### src/rtl/paint_dispenser.sv
// paint_dispenser: issues step pulses to the R/Y/B dispenser motors and counts them against per-colour targets.
// Define PAINT_DISPENSER_RAMP_EN to run the first RAMP_STEPS steps of each colour at half speed.
module paint_dispenser #(
   parameter int AMT_W      = 8,
   parameter int STEP_DIV   = 1000,
   parameter int RAMP_STEPS = 4
) (
   input  logic             clk,
   input  logic             reset,
   input  logic [2:0]       motores,
   input  logic             trigger,
   input  logic [AMT_W-1:0] amount_r,
   input  logic [AMT_W-1:0] amount_y,
   input  logic [AMT_W-1:0] amount_b,
   output logic [2:0]       step,
   output logic [2:0]       flags,
   output logic             busy,
   output logic             err
);

   localparam logic ST_IDLE = 1'b0;
   localparam logic ST_RUN  = 1'b1;

`ifdef PAINT_DISPENSER_RAMP_EN
   localparam int DIV_W  = $clog2(2 * STEP_DIV);
   localparam int RAMP_W = $clog2(RAMP_STEPS + 2);
   localparam logic [DIV_W-1:0] DIV_SLOW = DIV_W'(2 * STEP_DIV - 1);
`else
   localparam int DIV_W  = $clog2(STEP_DIV);
`endif
   localparam logic [DIV_W-1:0] DIV_FAST = DIV_W'(STEP_DIV - 1);

   logic             state;
   logic             trig_q;
   logic             rise;
   logic             sel_valid;
   logic [1:0]       sel_idx;
   logic             multi_hot;
   logic [2:0]       run_cmd;
   logic [1:0]       run_idx;
   logic [AMT_W-1:0] rem [3];
   logic [DIV_W-1:0] div;
   logic [DIV_W-1:0] reload_start;
   logic [DIV_W-1:0] reload_next;
`ifdef PAINT_DISPENSER_RAMP_EN
   logic [RAMP_W-1:0] ramp_cnt [3];
`endif

   assign rise      = trigger & ~trig_q;
   assign multi_hot = (motores & (motores - 3'd1)) != 3'b000;
   assign busy      = (state == ST_RUN);

   // Multi-hot commands resolve to the highest-priority colour, R over Y over B.
   always_comb begin
      sel_valid = 1'b1;
      sel_idx   = 2'd0;
      if (motores[2])      sel_idx = 2'd2;
      else if (motores[1]) sel_idx = 2'd1;
      else if (motores[0]) sel_idx = 2'd0;
      else                 sel_valid = 1'b0;
   end

`ifdef PAINT_DISPENSER_RAMP_EN
   always_comb begin
      reload_start = (int'(ramp_cnt[sel_idx]) < RAMP_STEPS) ? DIV_SLOW : DIV_FAST;
      reload_next  = (int'(ramp_cnt[run_idx]) + 1 < RAMP_STEPS) ? DIV_SLOW : DIV_FAST;
   end
`else
   assign reload_start = DIV_FAST;
   assign reload_next  = DIV_FAST;
`endif

   // NOTE: every register here uses <= so all branches see the pre-edge values of rem, div and flags.
   always_ff @(posedge clk) begin
      if (reset) begin
         state   <= ST_IDLE;
         trig_q  <= 1'b0;
         step    <= 3'b000;
         flags   <= 3'b000;
         err     <= 1'b0;
         div     <= '0;
         run_cmd <= 3'b000;
         run_idx <= 2'd0;
         // NOTE: the remaining-step array is tiny and drives the done logic, so it is reset like any flop.
         for (int i = 0; i < 3; i++) begin
            rem[i] <= '0;
`ifdef PAINT_DISPENSER_RAMP_EN
            ramp_cnt[i] <= '0;
`endif
         end
      end else begin
         trig_q <= trigger;
         err    <= multi_hot;
         step   <= 3'b000;
         if (rise) begin
            rem[2] <= amount_r;
            rem[1] <= amount_y;
            rem[0] <= amount_b;
            flags  <= 3'b000;
            state  <= ST_IDLE;
`ifdef PAINT_DISPENSER_RAMP_EN
            for (int i = 0; i < 3; i++) ramp_cnt[i] <= '0;
`endif
         end else if (state == ST_IDLE) begin
            if (sel_valid && !flags[sel_idx]) begin
               if (rem[sel_idx] != '0) begin
                  state   <= ST_RUN;
                  run_cmd <= motores;
                  run_idx <= sel_idx;
                  div     <= reload_start;
               end else begin
                  flags[sel_idx] <= 1'b1;
               end
            end
         end else begin
            // Any change of command pauses the colour; rem is kept and the divider restarts on resume.
            if (motores != run_cmd) begin
               state <= ST_IDLE;
            end else if (div != '0) begin
               div <= div - DIV_W'(1);
            end else begin
               step[run_idx] <= 1'b1;
               if (rem[run_idx] != '0) rem[run_idx] <= rem[run_idx] - AMT_W'(1);
               if (rem[run_idx] <= AMT_W'(1)) begin
                  flags[run_idx] <= 1'b1;
                  state          <= ST_IDLE;
               end else begin
                  div <= reload_next;
               end
`ifdef PAINT_DISPENSER_RAMP_EN
               if (int'(ramp_cnt[run_idx]) < RAMP_STEPS)
                  ramp_cnt[run_idx] <= ramp_cnt[run_idx] + RAMP_W'(1);
`endif
            end
         end
      end
   end

endmodule

### config.mk
export PLATFORM = sky130hd
export DESIGN_NAME = paint_dispenser
export DESIGN_NICKNAME = d
export VERILOG_FILES = /design/src/rtl/paint_dispenser.sv
export SDC_FILE = /design/constraint.sdc
export NUM_CORES = 1
export LEC_CHECK = 0
export ABC_AREA = 1
export ABC_CLOCK_PERIOD_IN_PS = 4280
export CAP_MARGIN = 20
export CORE_ASPECT_RATIO = 0.5
export CORE_UTILIZATION = 50
export CTS_CLUSTER_DIAMETER = 50
export DETAILED_ROUTE_END_ITERATION = 10
export HOLD_SLACK_MARGIN = 0.03
export PLACE_DENSITY = 0.73
export SYNTH_ARGS = -nofsm -noshare
export SYNTH_HDL_FRONTEND = slang
export SYNTH_SLANG_ARGS = --single-unit
### constraint.sdc
create_clock -name clk -period 4.28 [get_ports clk]
set_input_delay 0.428 -clock clk [delete_from_list [all_inputs] [get_ports clk]]
set_output_delay 0.428 -clock clk [all_outputs]
set_load 0.005 [all_outputs]
* After elaboration in Yosys (flattened, before gate mapping)
Memory sizes are Yosys's and may differ from the RTL's. A register that Yosys moved wholly into a read port is not among the register bits. Cells that the tools add are included.
Storage, ports and cells: register bits after elaboration 24, memory bits (writable) 24, input port bits 30, output and inout bits 8, logic and storage cells 98, memories kept 1
Operators by class: add/subtract/negate cells 3, order comparisons 5, equal/unequal tests 6, multiplexer cells 49, bitwise operators 10, reductions and logical operators 16
Memories:
- rem | depth 3, width 8, rd ports 2, clocked after Yosys merged registers in 1, wr ports 3, RTL line 41 | logic [AMT_W-1:0] rem [3];
Operator list (number):
- 10-bit 2-to-1 mux | 6
- 8-bit 2-to-1 mux | 4
- 1-bit 2-to-1 mux | 26
- 3-bit 2-to-1 mux | 6
- 8-bit nonzero test | 2
- 5-bit AND reduction | 2
- 10-bit nonzero test | 1
- 10-bit by 1-bit subtractor with 10-bit output, second input constant | 1
- 8-bit by 1-bit less-or-equal comparator with 1-bit output, second input constant | 1
- 2-bit 2-to-1 mux | 4
- 8-bit OR reduction | 1
- 8-bit by 1-bit subtractor with 8-bit output, second input constant | 1
- 2-bit by 3-bit < comparator with 1-bit output, second input constant | 2
- 2-bit inequality test, second input constant | 3
- 3-bit bitwise OR | 2
- 5-bit OR reduction | 1
- 1-bit demux with 2-bit select | 2
- 2-bit by 1-bit >= comparator with 1-bit output, second input constant | 2
- 4-bit AND reduction | 1
- 2-bit nonzero test | 2
- 3-bit bitwise AND | 1
- 1-bit logical AND | 3
- 3-bit inequality test | 1
- 3-bit inequality test, second input constant | 1
- other kinds (9) | 13

* Longest topological paths before layout
word-level depth 10, gate-level depth with buffers 18, depth with buffers taken out 16

* Worst setup path before layout
No wires, ideal clock.
path kind register -> register, from reg (tool-made name), to mem rem[3][0] (enable), setup time 0.383 ns, arrival time 2.007 ns, data required time 3.897 ns, path slack 1.890 ns, stages on the path, launching flop included 13, buffers on the path 2, clock period less this slack 2.390 ns, cell sequence dfxtp_1 -> buf_6 -> inv_4 -> buf_6 -> nand2_1 -> nand3_1 -> nand2_1 -> ha_1 -> inv_1 -> nor2_1 -> nand2_1 -> inv_1 -> nor3_1
RTL lines (RTL line):
- end: declaration | 41

==> flow_metrics.py <==
metrics = {
    "detailed_routing": {
        "vias": 2840,
        "postRouteAntennaNets": 0,
        "top_layer": "met4",
        "wirelength_mm": 7.64,
        "wl_per_cell_um": 13.4,
        "wl_met2_mm": 3.38,
        "drt-met1-wl_mm": 3.65,
        "drc": 0,
        "wl_met3_um": 528,
        "via_per_inst": 4.98,
        "drt_iter0_drc": 157,
        "drtPass1Iterations": 5,
    },
    "timing": {
        "hold_viol": 0,
        "finalWorstSetupSlack_ns": 1.49,
        "fmax_mhz": 358,
        "drv_slew": 0,
        "layout_min_cycle_time_ns": 2.79,
        "fin_skew_ns": 0.00687,
        "fin_crit_sh": 0.652,
        "max-slew-margin-rel": 0.574,
        "setup_violations": 0,
        "rsz0062_at_grt": "no",
        "finalSetupTns_ns": 0,
        "worst_slew_pin_slew_ns": 0.638,
    },
    "synthesis": {
        "synth_seq_area_share": 0.452,
        "async_flop_share": 0,
        "yosys.cell_types.count": 30,
        "syn_nets": 473,
        "synth_top_area_frac": 0.297,
        "netlist_top_cells_area": "edfxtp_1 30%, nand2_1 18%, dfxtp_1 15%, nor2_1 6.6%, inv_1 5.0%",
        "yosysWarnings": 0,
        "syn_area_mm2": 0.00323,
        "dominantRegCellSynth": "edfxtp_1",
        "avgSynthCellArea_um2": 7.37,
        "synth_top_area_cell": "edfxtp_1",
        "synth-seq-cells": 57,
        "syn_inst": 439,
        "synth_edf_count": 32,
    },
    "worst_setup_path": {
        "cp_max_fo": 17,
        "r2r_cells": 16,
        "rr_endpoint": "div[0]",
        "critical_path_class": "reg -> reg",
        "cp-end-kind": "register",
        "r2r_slack_ns": 1.49,
        "startpoint_type": "register",
        "cp.required_ns": 4.54,
        "arrival_ns": 3.06,
    },
    "global_route": {
        "first_global_vias": 2661,
        "grt_pass1_wl_mm": 12.3,
        "grt_overflow": 0,
        "antenna_found_initial": 0,
        "grt_use_total": 0.248,
        "grt_max_degree": 25,
    },
    "final_layout": {
        "utilization": 0.635,
        "drive_gt1_frac": 0.0788,
        "syn2layout_area_growth_pct": 20.9,
        "fin_nets": 511,
        "n_antenna_cell": 0,
        "final_cell_area_mm2": 0.00391,
    },
    "floorplanning": {
        "die-area_mm2": 0.00681,
        "core_region_area_mm2": 0.00616,
        "die_w_um": 116,
        "die_h_um": 58.9,
        "io_pins": 38,
        "start_util": 0.525,
        "num_rows": 20,
    },
    "outcome": {
        "outcome": "completed",
    },
    "placed_design": {
        "portBuffers": 37,
        "placed_area_mm2": 0.00365,
        "pre_cts_slack_ns": 1.51,
        "dp_hpwl_mm": 5.58,
        "routabilityCongestion": 0.880,
    },
    "hold_path": {
        "min_from": "flags[0]",
        "holdPathStages": 2,
        "hold_path.class": "reg -> reg",
        "min_to": "flags[0]",
    },
    "cts": {
        "postCtsResizedCells": 0,
        "tritoncts": "built",
        "htreeDepth": 3,
        "clock_latency_ns": 0.33,
        "cts_buffers": 9,
        "clock_path_buffers": 2,
        "clk_pin_slew_ns": 0.05,
        "root_buffer": "clkbuf_16",
        "clock-sinks": 57,
        "cts_setup_buffers": 0,
        "ctsHoldBuffers": 0,
    },
    "job": {
        "max-cap-violations": 0,
    },
    "pwr": {
        "p_leak_uw": 0.00174,
        "ir_worst_vdd_mv": 0.267,
        "powerDensity_mw_per_mm2": 427,
    },
}
## how the worst max path moves through the flow
stage / start / end / slack (ns) / cells after the start
floorplan: register / rem[3][0] / 1.89 / 12
global placement: register / div[0] / 1.54 / 16
detailed placement: register / div[0] / 1.51 / 16
CTS: register / div[0] / 1.49 / 16
global route: register / div[0] / 1.24 / 16
finish: register / div[0] / 1.49 / 16
## Yosys cell counts, types with 2 or more instances
master and n:
nand2_1 151, nor2_1 57, inv_1 43, edfxtp_1 32
nand3_1 31, dfxtp_1 25, o21ai_0 18, a21oi_1 13
xor2_1 9, nand4_1 8, nand2_2 7, nor3_1 7
buf_2 4, buf_6 4, ha_1 4, inv_2 4
clkbuf_1 3, or2_2 3, nand2_4 2, nor2_2 2
nor3_4 2, xnor2_1 2
## power by group
group          internal, uW  leakage [uW]  switching [uW]  total [uW]
Clock                   386      0.000130             247         634
Combinational           133       0.00107             233         366
Sequential              629      0.000539            41.7         671
Total                  1150       0.00174             522        1670
## cells by family after synthesis
kind of cell | share of synthesized area
adders and majority gates | 0.0155
xor gates and xnor gates | 0.0298
AOI/OAI and AO/OA | 0.0580
DFF | 0.452
buffers and inverters | 0.0824
and+or+nand+nor | 0.362
## cell type report
| cell class | count | area, um^2 |
|---|---|---|
| fillers | 565 | 2250 |
| multi-input cells | 322 | 1510 |
| flip-flops and latches | 57 | 1460 |
| repair buffers | 39 | 385 |
| clock buffers | 10 | 229 |
| inverters | 48 | 183 |
| well taps | 88 | 110 |
| clock inverters | 6 | 35.0 |
## critical path, cell delays in order (launching register included)
cell,delay (ns)
dfxtp_1,0.72
inv_4,0.19
nand2_1,0.10
nand3_1,0.06
nand2_1,0.19
inv_1,0.12
ha_1,0.19
or2_2,0.32
nand3_1,0.09
nor2_1,0.04
nand2_1,0.10
nand2_4,0.08
nand2_4,0.16
nand2_2,0.12
nand2_1,0.08
nand2_1,0.05
nor2_1,0.09
## per-layer routing
metal | GRT usage | vias to the layer above
li1 | - | 1480
met1 | 0.321 | 1278
met2 | 0.398 | 71
met3 | 0.0865 | 11
met4 | 0.0733 | 0
met5 | 0 | -
## state kept, by name, indices dropped and copies added, names as in the netlist, named ones only
signal   cells
err          1
run_cmd      3
flags        3
run_idx      1
step         3
trig_q       1
div         10
busy         1
rem         32
## placed cells by master (no fill, tap or decap)
cell / instances
xnor2_1: 2
a21oi_1: 13
nand3_1: 31
ha_1: 4
nor2_2: 2
clkinv_4: 1
clkinvlp_4: 1
nor2_1: 57
o2111ai_1: 1
inv_4: 1
inv_1: 43
xor2_1: 9
nand2_1: 151
edfxtp_1: 32
nor3_1: 7
a21oi_4: 1
nor3b_1: 1
clkinv_1: 1
nor3_4: 2
o211ai_1: 1
clkinv_2: 3
clkbuf_1: 1
clkdlybuf4s50_1: 37
o21ai_0: 18
or2_2: 3
nand3b_1: 1
clkbuf_16: 9
buf_4: 2
inv_2: 4
nand4_1: 8
nor4_1: 1
nand2_2: 7
nand2_4: 2
dfxtp_1: 25
## through the flow
step	hold slack, ns	std cells	power [uW]
3_3_place_gp	0.465	554	1040
3_5_place_dp	0.473	554	1040
2_1_floorplan	0.452	439	939
5_1_grt	0.507	570	1760
4_1_cts	0.483	570	1680
6_report	0.478	570	1670
Note: power is estimated with default switching activity, not from simulation.
==> variant: new RTL, same settings <==
Set the parameter `STEP_DIV` to 2000 (it was 1000).
--- a/src/rtl/paint_dispenser.sv
+++ b/src/rtl/paint_dispenser.sv
@@ -3,5 +3,5 @@
 module paint_dispenser #(
    parameter int AMT_W      = 8,
-   parameter int STEP_DIV   = 1000,
+   parameter int STEP_DIV   = 2000,
    parameter int RAMP_STEPS = 4
 ) (
Function: same outputs for any inputs over 4 cycles, from zero or initial values and one cycle with reset high; that may be too few to reach the edited logic, so the function may still have changed.
==> variant against the unedited design <==
Hold slack better by 0.0094 ns. Design area increased by 1.2%. Wire length down 0.30%. Cell count down 2.6%. Core utilization rose by 0.51 points. Sequential cell count rose by 1. Setup slack better by 0.10 ns. Via count fell by 0.42%. Maximum frequency increased by 3.8%. Synthesized area grew 1.2%. Synthesized cell count decreased by 3.6%. Sequential share of layout area increased by 0.057 points. Power rose by 3.6%.
==> variant: results (changes against the unedited design) <==
stage,metric,value,unit,change
final_layout,top_regs,"rem: 32 flops, div: 11 flops",,
placed_design,hpwlAfterDp,5630,um,+0.84%
worst_setup_path,cp.arrival,2.95,ns,-0.11 ns
logic_synthesis,ys_top_cells_by_count,"134 x nand2_1, 42 x nor2_1, 36 x inv_1",,
route,drt-total-wl,7620,um,-0.30%
global_routing,grt_use_total,0.247,,-0.00136
clock_tree,insertion_delay,0.33,ns,about the same
clock_tree,cts_root_buf,clkbuf_16,,
logic_synthesis,ys_seq_area_frac,0.453,,+0.000762
global_routing,grt_pass1_wl,12300,um,+0.56%
min_path,hold_end,run_cmd[1],,
worst_setup_path,cp_max_fo,18,,+1
power,leakage,1.71,nW,-1.8%
route,routed_via_density,5.10,,+2.3%
placed_design,globalplace.congestion,0.903,,+2.6%
logic_synthesis,syn_nets,457,,-3.4%
route,drtIter0Drc,239,,+52%
power,p_int,1.22,mW,+6.2%
power,ir_worst_vdd,0.000234,V,-12%
outcome,outcome,completed,,
route,dr.pass1.iters,4,,-1
logic_synthesis,ys_types,32,,+6.7%
final_layout,drive_above_1_share,0.122,,+0.0432
worst_setup_path,rrSetupSlack,1.59,ns,+0.10 ns
final_layout,fin_nets,496,,-2.9%
global_routing,grt_pass1_vias,2607,,-2.0%
logic_synthesis,synth_warnings,0,,unchanged
min_path,min_from,run_cmd[1],,
worst_setup_path,r2r_end,div[10],,
logic_synthesis,synthTopCellsByArea,"edfxtp_1 29%, dfxtp_1 16%, nand2_1 15%, nor2_1 4.8%, inv_1 4.1%",,
## variant: cell types whose count changed in the layout (fill, tap and decap cells not counted), sizes merged, moves of 2 or more
| cell | change |
|---|---|
| clkbuf | +3 |
| inv | -7 |
| nand3 | +2 |
| nor2 | -8 |
| nand4 | -2 |
| nand2 | -9 |
| a21oi | +7 |
| clkinv | -3 |
| o21ai | +4 |
## variant: worst max-delay path by stage
stage | cells after the start | end | slack [ns] | startpoint
3_3_place_gp | 9 | rem[0][6] | 1.51 | motores[2]
5_1_grt | 16 | div[10] | 1.30 | flip-flop
3_5_place_dp | 9 | rem[0][7] | 1.49 | motores[2]
6_report | 16 | div[10] | 1.59 | flip-flop
2_1_floorplan | 8 | rem[3][0] | 1.79 | flip-flop
4_1_cts | 16 | div[10] | 1.59 | flip-flop
## variant: through the flow
stage / hold WS (ns) / area (um2) / std cells / setup slack (ns)
after floorplan: 0.452 / 3270 / 423 / 1.79
after global placement: 0.467 / 3680 / 539 / 1.51
after detailed placement: 0.477 / 3680 / 539 / 1.49
after CTS: 0.483 / 3960 / 555 / 1.59
after global routing: 0.498 / 3960 / 555 / 1.30
final: 0.487 / 3960 / 555 / 1.59
## variant: power by group through the flow
stage                     Combinational [mW]  Sequential [mW]  Clock, mW
final                                  0.374            0.680      0.678
after global routing                   0.418            0.685      0.713
after CTS                              0.373            0.679      0.689
after detailed placement               0.370            0.689          0
after global placement                 0.367            0.689          0
after floorplan                        0.290            0.670          0
## variant: worst max-delay path: cells and delay by family, from the launching register on
family / cells / cell delay (ns)
simple gates: 13 / 1.43
fa+ha+maj: 1 / 0.18
buf+inv: 2 / 0.25
flops: 1 / 0.76
## variant: logic make-up after synthesis
logic type,share of synthesized area
buffers and inverters,0.0764
adders and majority gates,0.0153
xor gates and xnor gates,0.0294
DFF,0.453
and+or+nand+nor,0.354
AOI/OAI and AO/OA,0.0719
## variant: layout make-up
cell class                      count  area [um2]
Timing Repair Buffer               39         385
Multi-Input combinational cell    313        1540
Inverter                           41         159
Sequential cell                    58        1480
Clock buffer                       13         240
Fill cell                         552        2220
Tap cell                           88         110
Clock inverter                      3        40.0
## variant: layer usage
layer	track usage	part of all wire	vias up
met1	0.325	0.49	1304
met4	0.0971	0.018	0
met5	0	0	-
li1	-	-	1448
met2	0.395	0.44	66
met3	0.0634	0.047	10
